File: src/rtl/fifo_pkg.sv
`default_nettype none
// ============================================================================
//  Package   : fifo_pkg
//  Purpose   : Shared types and helpers for the async FIFO pointer controllers
//              (wptr_full_ctrl and its read-side sibling rptr_empty_ctrl).
//              Gray/binary conversions work on a fixed maximum width. Narrower
//              pointers are zero-extended into it and truncated on return.
//  Revision  : 1.0  initial release
// ============================================================================
package fifo_pkg;

    // Widest pointer the helpers handle (ADDR_W+1 must not exceed this)
    localparam int PTR_MAX_W      = 32;

    // Default geometry of the FIFO family
    localparam int ADDR_W_DEFAULT = 5;
    localparam int DEPTH          = 2 ** ADDR_W_DEFAULT;

    // Binary -> Gray. Zero-extended inputs stay zero-extended.
    function automatic logic [PTR_MAX_W-1:0] bin2gray(input logic [PTR_MAX_W-1:0] b);
        return b ^ (b >> 1);
    endfunction

    // Gray -> binary over the low 'width' bits; bits above 'width' return 0.
    // Each binary bit is the XOR of all Gray bits at and above it.
    function automatic logic [PTR_MAX_W-1:0] gray2bin(input logic [PTR_MAX_W-1:0] g,
                                                      input int                   width);
        logic [PTR_MAX_W-1:0] b;
        logic                 acc;
        b   = '0;
        acc = 1'b0;
        for (int i = PTR_MAX_W - 1; i >= 0; i--) begin
            if (i < width) begin
                acc  = acc ^ g[i];
                b[i] = acc;
            end
        end
        return b;
    endfunction

endpackage : fifo_pkg
`default_nettype wire

File: src/rtl/wptr_full_ctrl.sv
`default_nettype none
// ============================================================================
//  Module    : wptr_full_ctrl
//  Purpose   : Write-domain pointer and flag controller for the async FIFO.
//              Keeps the binary/Gray write pointer and derives full,
//              almost_full, the fill level and a sticky overflow flag.
//              The read pointer comes in as an already synchronised Gray code.
//  Ports     : wclk, wrst            clock / synchronous active-high reset
//              wen                   write request
//              rptr_sync[ADDR_W:0]   synchronised Gray read pointer
//              ovf_clr               clears the sticky overflow flag
//              wr_accept             comb wen & ~full, RAM write enable
//              waddr[ADDR_W-1:0]     RAM write address
//              wbin/wptr[ADDR_W:0]   binary / Gray write pointer (registered)
//              full, almost_full     registered flags
//              wlevel[ADDR_W:0]      registered fill level 0..DEPTH
//              overflow              sticky write-while-full error
//  Revision  : 1.0  initial release
// ============================================================================
module wptr_full_ctrl
    import fifo_pkg::*;
#(
    parameter int ADDR_W    = 5,
    parameter int AF_MARGIN = 4
) (
    input  logic              wclk,
    input  logic              wrst,
    input  logic              wen,
    input  logic [ADDR_W:0]   rptr_sync,
    input  logic              ovf_clr,
    output logic              wr_accept,
    output logic [ADDR_W-1:0] waddr,
    output logic [ADDR_W:0]   wbin,
    output logic [ADDR_W:0]   wptr,
    output logic              full,
    output logic              almost_full,
    output logic [ADDR_W:0]   wlevel,
    output logic              overflow
);

    localparam int            PW        = ADDR_W + 1;
    localparam int            C_DEPTH   = 2 ** ADDR_W;
    localparam logic [PW-1:0] AF_THRESH = PW'(C_DEPTH - AF_MARGIN);

    logic [PW-1:0] wbin_nxt;
    logic [PW-1:0] wptr_nxt;
    logic [PW-1:0] rbin;
    logic [PW-1:0] lvl_nxt;
    logic [PW-1:0] full_cmp;

    assign wr_accept = wen & ~full;
    assign waddr     = wbin[ADDR_W-1:0];

    // Pointer wraps modulo 2**PW without any special case
    assign wbin_nxt  = wbin + PW'(wr_accept);
    assign wptr_nxt  = PW'(bin2gray(PTR_MAX_W'(wbin_nxt)));

    // Full when the next write pointer equals the read pointer with the two
    // Gray MSBs inverted, i.e. exactly DEPTH words ahead
    assign full_cmp  = {~rptr_sync[ADDR_W:ADDR_W-1], rptr_sync[ADDR_W-2:0]};

    // Level uses the lagging synchronised read pointer, so it over-reports
    assign rbin      = PW'(gray2bin(PTR_MAX_W'(rptr_sync), PW));
    assign lvl_nxt   = wbin_nxt - rbin;

    always_ff @(posedge wclk) begin
        if (wrst) begin
            wbin        <= '0;
            wptr        <= '0;
            wlevel      <= '0;
            full        <= 1'b0;
            almost_full <= 1'b0;
            overflow    <= 1'b0;
        end else begin
            wbin        <= wbin_nxt;
            wptr        <= wptr_nxt;
            wlevel      <= lvl_nxt;
            full        <= (wptr_nxt == full_cmp);
            almost_full <= (lvl_nxt >= AF_THRESH);
            // Set has priority over a same-edge clear
            overflow    <= (wen & full) | (overflow & ~ovf_clr);
        end
    end

endmodule : wptr_full_ctrl
`default_nettype wire
File: config.mk
export PLATFORM = sky130hd
export DESIGN_NAME = wptr_full_ctrl
export DESIGN_NICKNAME = d
export VERILOG_FILES = /design/src/rtl/fifo_pkg.sv /design/src/rtl/wptr_full_ctrl.sv
export SDC_FILE = /design/constraint.sdc
export NUM_CORES = 1
export LEC_CHECK = 0
export BUFFER_PORTS_ARGS = -buffer_cell sky130_fd_sc_hd__buf_4
export CAP_MARGIN = 20
export CORE_UTILIZATION = 40
export DETAILED_ROUTE_END_ITERATION = 6
export PLACE_DENSITY = 0.65
export SLEW_MARGIN = 20
export SYNTH_ARGS = -nofsm -noshare
export SYNTH_HDL_FRONTEND = slang
export SYNTH_SLANG_ARGS = --single-unit
File: constraint.sdc
create_clock -name wclk -period 4.9 [get_ports wclk]
set_input_delay 0.735 -clock wclk [delete_from_list [all_inputs] [get_ports wclk]]
set_output_delay 0.735 -clock wclk [all_outputs]
set_load 0.03 [all_outputs]
Word level (Yosys, flattened, before mapping)
Cells that the tools add are included.
Widths: inputs -> output; s select.
- register bits after elaboration: 21
- bits in latches: 0
- memory bits (writable): 0
- bits in read-only memories: 0
- input port bits: 10
- output and inout bits: 27
- logic and storage cells: 23
- memories kept: 0
- add/sub/neg operators: 2
- multipliers: 0
- divide/modulo/power cells: 0
- order comparisons: 1
- eq/ne operators: 1
- shift operators: 0
- multiplexer cells: 0
- bitwise logic cells: 13
- reduce and logical (&&, ||, !) cells: 0
- operators by type and width (kind ; count):
    $add 6x1->6 ; 1
    $eq 6x6->1 ; 1
    $ge 6x5->1 const B ; 1
    $sub 6x6->6 ; 1
    $xor 6x5->6 ; 1
    $xor 1x1->1 ; 5
    $and 1x1->1 ; 3
    $not 1->1 ; 2
    $not 2->2 ; 1
    $or 1x1->1 ; 1

Logic depth before layout (Yosys ltp)
Gate-level depths: netlist of the first run.
- word-level depth: 7
- gate-level depth with buffers: 12
- depth with buffers taken out: 12

Worst setup path before layout of the first run
No wires, ideal clock.
- path type: input-to-reg
- start: input port wen
- end: register almost_full
- library setup time: 130 ps
- arrival time: 3169 ps
- required time: 4770 ps
- path slack: 1600 ps
- stages: 11
- path buffers: 0
- cells stage by stage: nor2b_1 -> ha_1 -> ha_1 -> nand3_1 -> xnor2_1 -> inv_1 -> ha_1 -> or2_2 -> o22ai_1 -> xor2_1 -> o22ai_1
- word-level cells in the longest chain between the ends: 4
- RTL lines (element ; RTL line ; RTL):
    start: declaration ; wptr_full_ctrl.sv:28 ; input logic wen,
    $and 1x1->1 ; wptr_full_ctrl.sv:51 ; assign wr_accept = wen & ~full;
    $add 6x1->6 ; wptr_full_ctrl.sv:55 ; assign wbin_nxt = wbin + PW'(wr_accept);
    net wbin_nxt[4] ; wptr_full_ctrl.sv:45 ; logic [PW-1:0] wbin_nxt;
    $sub 6x6->6 ; wptr_full_ctrl.sv:64 ; assign lvl_nxt = wbin_nxt - rbin;
    $ge 6x5->1 ; wptr_full_ctrl.sv:79 ; almost_full <= (lvl_nxt >= AF_THRESH);
    end signal: assignment ; wptr_full_ctrl.sv:79 ;
    end: declaration ; wptr_full_ctrl.sv:36 ; output logic almost_full,
The timed path passes the listed nets, and every way through them passes these cells.
A chain may end at the register's enable or synchronous reset.

Worst setup path in the final report of the first run
Same ends and word-level chain as after synthesis.

==> results.toml, run 1 <==
[synth]
synth_edf_count = 0
synth_top_area_cell = "dfxtp_1"
synth-seq-area-share_pct = 34.0
async_flop_share_pct = 0
netlist_instances = 119
synth_nets = 137
ys_seq_elements = 20
syn_area_per_cell_um2 = 9.90
synth_area_leaders = "dfxtp_1 34%, xnor2_1 9.7%, ha_1 7.4%"
yosysMostFrequentCell = "dfxtp_1"
synthTopCellsByCount = "20 x dfxtp_1, 15 x nor2_1, 13 x xnor2_1"
synth_area_um2 = 1180
synth_top_area_share_pct = 34.0
ys_types = 36
synth-main-ff-cell = "dfxtp_1"
ys_warn_count = 0

[clock_network]
ctsHoldBuffers = 0
cts_tree = "done"
clock_latency_ps = 300
htreeDepth = 1
path_clk_slew_ps = 120
cts_root_buf = "clkbuf_4"
cts_buffer_depth = 2
clock_sinks = 20
cts_buffers = 3
post_cts_buffers = 0
cts-resized-gates = 0

[die]
start_util_pct = 42.4
fp.dieW_um = 56.3
dieArea_um2 = 3170
io_pins = 37
dieHeight_um = 56.3
core-area_um2 = 2780
rows = 19

[global_routing]
grt_usage_pct = 15.0
grt_overflow = 0
grt_pass1_vias = 839
grt_first_pass_wirelength_um = 3680
antenna_found_initial = 0
grt_max_degree = 21

[finish]
diodes = 0
drive_gt1_share_pct = 31.5
nets = 168
syn_to_final_growth_pct = 23.6
final_util_pct = 52.4

[placed_design]
gp_congestion = 0.821
numPortBuffers = 36
dpl.hpwl_um = 1660

[setup_path]
critPathCaptureType = "register"
critPathRequiredTime_ps = 5090
timing_worst_setup_path_type = "input port to register"
crit_fanout = 5
cp-start-kind = "input port"
cp.arrival_ps = 3100

[detailed_routing]
wirelength_um = 2160
drt_iter0_drc = 11
dr.pass1.iters = 4
routedWlPerCell_um = 12.0
drc = 0
detail-route-antenna-nets = 0
vias = 854
via_per_inst = 4.74

[outcome]
outcome = "finished clean"

[pwr]
p_leak_nw = 0.693
intPower_uw = 301
comb_power_share_pct = 38.3
vdd_drop_max_mv = 0.202
clock_power_share_pct = 21.1
p_sw_share_pct = 34.8
seqPwrFrac_pct = 40.7
p_sw_uw = 161
cellPowerDensity_nw_per_um2 = 317

[sta]
skew_ps = 8.95
slew_violations = 0
rsz0062_at_grt = "no"
finalSetupViolCount = 0
fin_crit_sh_pct = 59.5
min_period_ps = 2910
tns_ps = 0
clock.fmax_ghz = 0.343
hold_viol_final = 0
tightest_slew_ps = 453
maxSlewHeadroom_pct = 69.7

[flow_run]
cap_viol_max_count = 0

[min_path]
min_path_type = "register to register"
==> state kept, by name, summed over array words and instances, names as in the netlist <==
signal	flops
overflow	1
wptr	5
wlevel	6
full	1
almost_full	1
wbin	6
==> power by group through the flow <==
stage | registers (mW) | logic, mW | clock network (mW)
6_report | 0.188 | 0.177 | 0.0972
3_3_place_gp | 0.192 | 0.176 | 0
4_1_cts | 0.188 | 0.179 | 0.101
2_1_floorplan | 0.229 | 0.0879 | 0
3_5_place_dp | 0.192 | 0.177 | 0
5_1_grt | 0.190 | 0.194 | 0.109
==> through the flow <==
stage / setup WS (ps) / instance area, µm² / power, mW / hold WS, ps / std cells
final: 1990 / 1460 / 0.461 / 486 / 180
after CTS: 1990 / 1460 / 0.468 / 483 / 180
after global routing: 1790 / 1460 / 0.493 / 525 / 180
after global placement: 1690 / 1420 / 0.367 / 461 / 176
after floorplan: 1600 / 1180 / 0.317 / 590 / 119
after detailed placement: 1680 / 1420 / 0.369 / 463 / 176
==> final timing paths <==
| check | depth (start not counted) | slack, ps | from | to |
|---|---|---|---|---|
| worst min-delay path | 2 | 490 | full | overflow |
| worst min register to register | 2 | 490 | full | overflow |
| worst max-delay path | 12 | 1990 | wen | almost_full |
| worst max register to register | 11 | 2170 | full | almost_full |
==> logic make-up (layout without fill, tap and decap cells) <==
kind of cell | count (synthesis) | count (layout) | synth area share (%)
xor+xnor | 26 | 26 | 25.9
buf+inv | 16 | 46 | 7.64
compound gates | 16 | 16 | 9.24
fa+ha+maj | 8 | 8 | 9.13
simple gates | 33 | 33 | 14.1
flops | 20 | 20 | 34.0
==> metal layers <==
layer / global-route usage [%] / routed length, µm / up-vias
li1: - / - / 440
met1: 18.9 / 975 / 390
met2: 24.1 / 1050 / 20
met3: 2.53 / 99 / 4
met4: 9.06 / 37 / 0
met5: 0 / 0 / -
==> placed cells by master (no fill, tap or decap), drive strengths merged <==
master	n
nand3	2
xor2	10
nor2b	5
nor2	15
xor3	1
or2	1
nand2	3
buf	36
nand2b	1
and3b	1
xnor3	1
a21o	3
clkbuf	4
o21ai	1
o21a	1
dfxtp	20
xnor2	14
or3	1
a32oi	1
or2b	1
ha	7
inv	6
fa	1
nand4	1
a21boi	1
and4b	1
a21oi	5
o31a	1
o22ai	2
a211oi	1
and2	1
==> area by class of cell <==
cell class                      count  area [µm²]
Fill cell                         269        1330
Multi-Input combinational cell     83         688
Timing Repair Buffer               36         270
Tap cell                           31        38.8
Clock buffer                        4        36.3
Sequential cell                    20         400
Inverter                            6        22.5
==> worst max-delay path: stages <==
cell and delay (ps):
buf_4 80, nor2b_1 170, ha_1 230, ha_1 340, nand3_1 160, xnor2_1 350
inv_1 90, ha_1 200, or2_2 290, o22ai_1 140, xor2_1 210, o22ai_1 100
Power figures use the tool's default switching activity.
==> run 2: changes to the inputs <==
Settings changed: PLACE_DENSITY 0.65 to 0.68.
Clock period 4.9 ns to 2.35 ns, I/O delays scaled along.
==> results.toml, run 2 (synthesis results as in run 1) <==
[detailed_routing]
routedWlPerCell_um = 12.4
vias = 930
drc = 0
detail-route-antenna-nets = 0
via_per_inst = 4.74
dr.pass1.iters = 4
drt_iter0_drc = 13
wirelength_um = 2430

[global_routing]
grt_overflow = 0
grt_usage_pct = 16.0
grt_max_degree = 21
grt_first_pass_wirelength_um = 3870
grt_pass1_vias = 904
antenna_found_initial = 0

[die]
io_pins = 37
rows = 19
dieHeight_um = 56.3
start_util_pct = 42.4
core-area_um2 = 2780
dieArea_um2 = 3170
fp.dieW_um = 56.3

[sta]
rsz0062_at_grt = "yes"
skew_ps = 1.64
hold_viol_final = 0
fin_ws_ps = 37.8
finalSetupViolCount = 0
min_period_ps = 2310
tightest_slew_ps = 319
whs_ps = 306
slew_violations = 0
fin_crit_sh_pct = 98.4
tns_ps = 0
clock.fmax_ghz = 0.432
maxSlewHeadroom_pct = 78.7

[flow_run]
cap_viol_max_count = 0

[outcome]
outcome = "finished clean"

[finish]
drive_gt1_share_pct = 44.2
final_cells = 196
final_util_pct = 59.8
syn_to_final_growth_pct = 41.2
nets = 184
layout_commonest_cell = "buf_4"
top_regs = "wbin: 6 flops, wlevel: 6 flops, wptr: 5 flops"
final_area_um2 = 1660
diodes = 0
layout_common_cells = "49 x buf_4, 19 x dfxtp_1, 15 x nor2_1, 12 x xnor2_1"

[clock_network]
cts_buffers = 3
cts_tree = "done"
htreeDepth = 1
path_clk_slew_ps = 120
clock_latency_ps = 310
ctsHoldBuffers = 0
cts_root_buf = "clkbuf_4"
clock_sinks = 20
cts_buffer_depth = 2

[setup_path]
ff2ff_setup_slack_ps = 130
critPathRequiredTime_ps = 2600
r2r-start = "full"
timing_worst_setup_path_type = "input port to register"
cp.arrival_ps = 2560
crit_fanout = 2
critPathCaptureType = "register"
reg2reg_depth = 11
cp-start-kind = "input port"
r2r-end = "almost_full"

[pwr]
cellPowerDensity_nw_per_um2 = 632
vdd_drop_max_mv = 0.435
power_mw = 1.05
p_leak_nw = 0.793

[min_path]
whs_path_depth = 3
min_path_type = "input port to register"
min-delay-start = "ovf_clr"
hold_end = "overflow"

[placed_design]
dp.cells = 187
gp_congestion = 0.788
numPortBuffers = 36
dpl.hpwl_um = 1810
dpl_cell_area_um2 = 1560
placement.setup.worst_slack_ps = -306
==> run 2: cell types whose count changed in the layout (fill, tap and decap cells not counted), moves of 2 or more <==
cell	change
buf_4	+13
buf_6	+2
ha_1	-3
ha_4	+2
==> run 2: metal layers <==
metal	routed length, µm	global-route usage, %	vias to the layer above
met1	1040	19.2	430
met5	0	0	-
met2	1260	28.2	23
li1	-	-	472
met4	42	7.32	0
met3	88	2.07	5
==> run 2: power breakdown <==
group	leakage [nW]	switching, mW	internal, mW
combinational	0.608	0.233	0.216
sequential	0.164	0.0160	0.378
clock	0.0210	0.115	0.0946
total	0.793	0.363	0.688
==> run 2: final cells by class <==
type | count | area, µm²
Timing Repair Buffer | 52 | 405
Tap cell | 31 | 38.8
Inverter | 6 | 22.5
Sequential cell | 20 | 402
Fill cell | 246 | 1120
Clock buffer | 4 | 36.3
Multi-Input combinational cell | 83 | 759
==> run 2: worst max-delay path: stages <==
cell	delay, ps
buf_8	100
xnor2_4	180
xor2_2	220
xor2_2	220
xor2_2	220
buf_4	150
buf_4	100
inv_1	50
fa_2	370
buf_6	120
xor2_1	130
nor2_1	160
nand2_1	80
o22ai_1	110
==> run 2: worst max path at each step <==
| stage | start | end | slack (ps) | cells past startpoint |
|---|---|---|---|---|
| 2_1_floorplan | rptr_sync[4] | almost_full | -50 | 12 |
| 3_3_place_gp | rptr_sync[4] | almost_full | -290 | 13 |
| 3_5_place_dp | rptr_sync[4] | almost_full | -310 | 13 |
| 4_1_cts | rptr_sync[4] | almost_full | 3 | 13 |
| 5_1_grt | rptr_sync[5] | almost_full | -110 | 12 |
| 6_report | rptr_sync[5] | almost_full | 40 | 14 |
==> run 2: what timing repair did <==
item	CTS	global route
gates resized for setup	0	6
buffers inserted	0	5
endpoints found under the setup margin	0	3
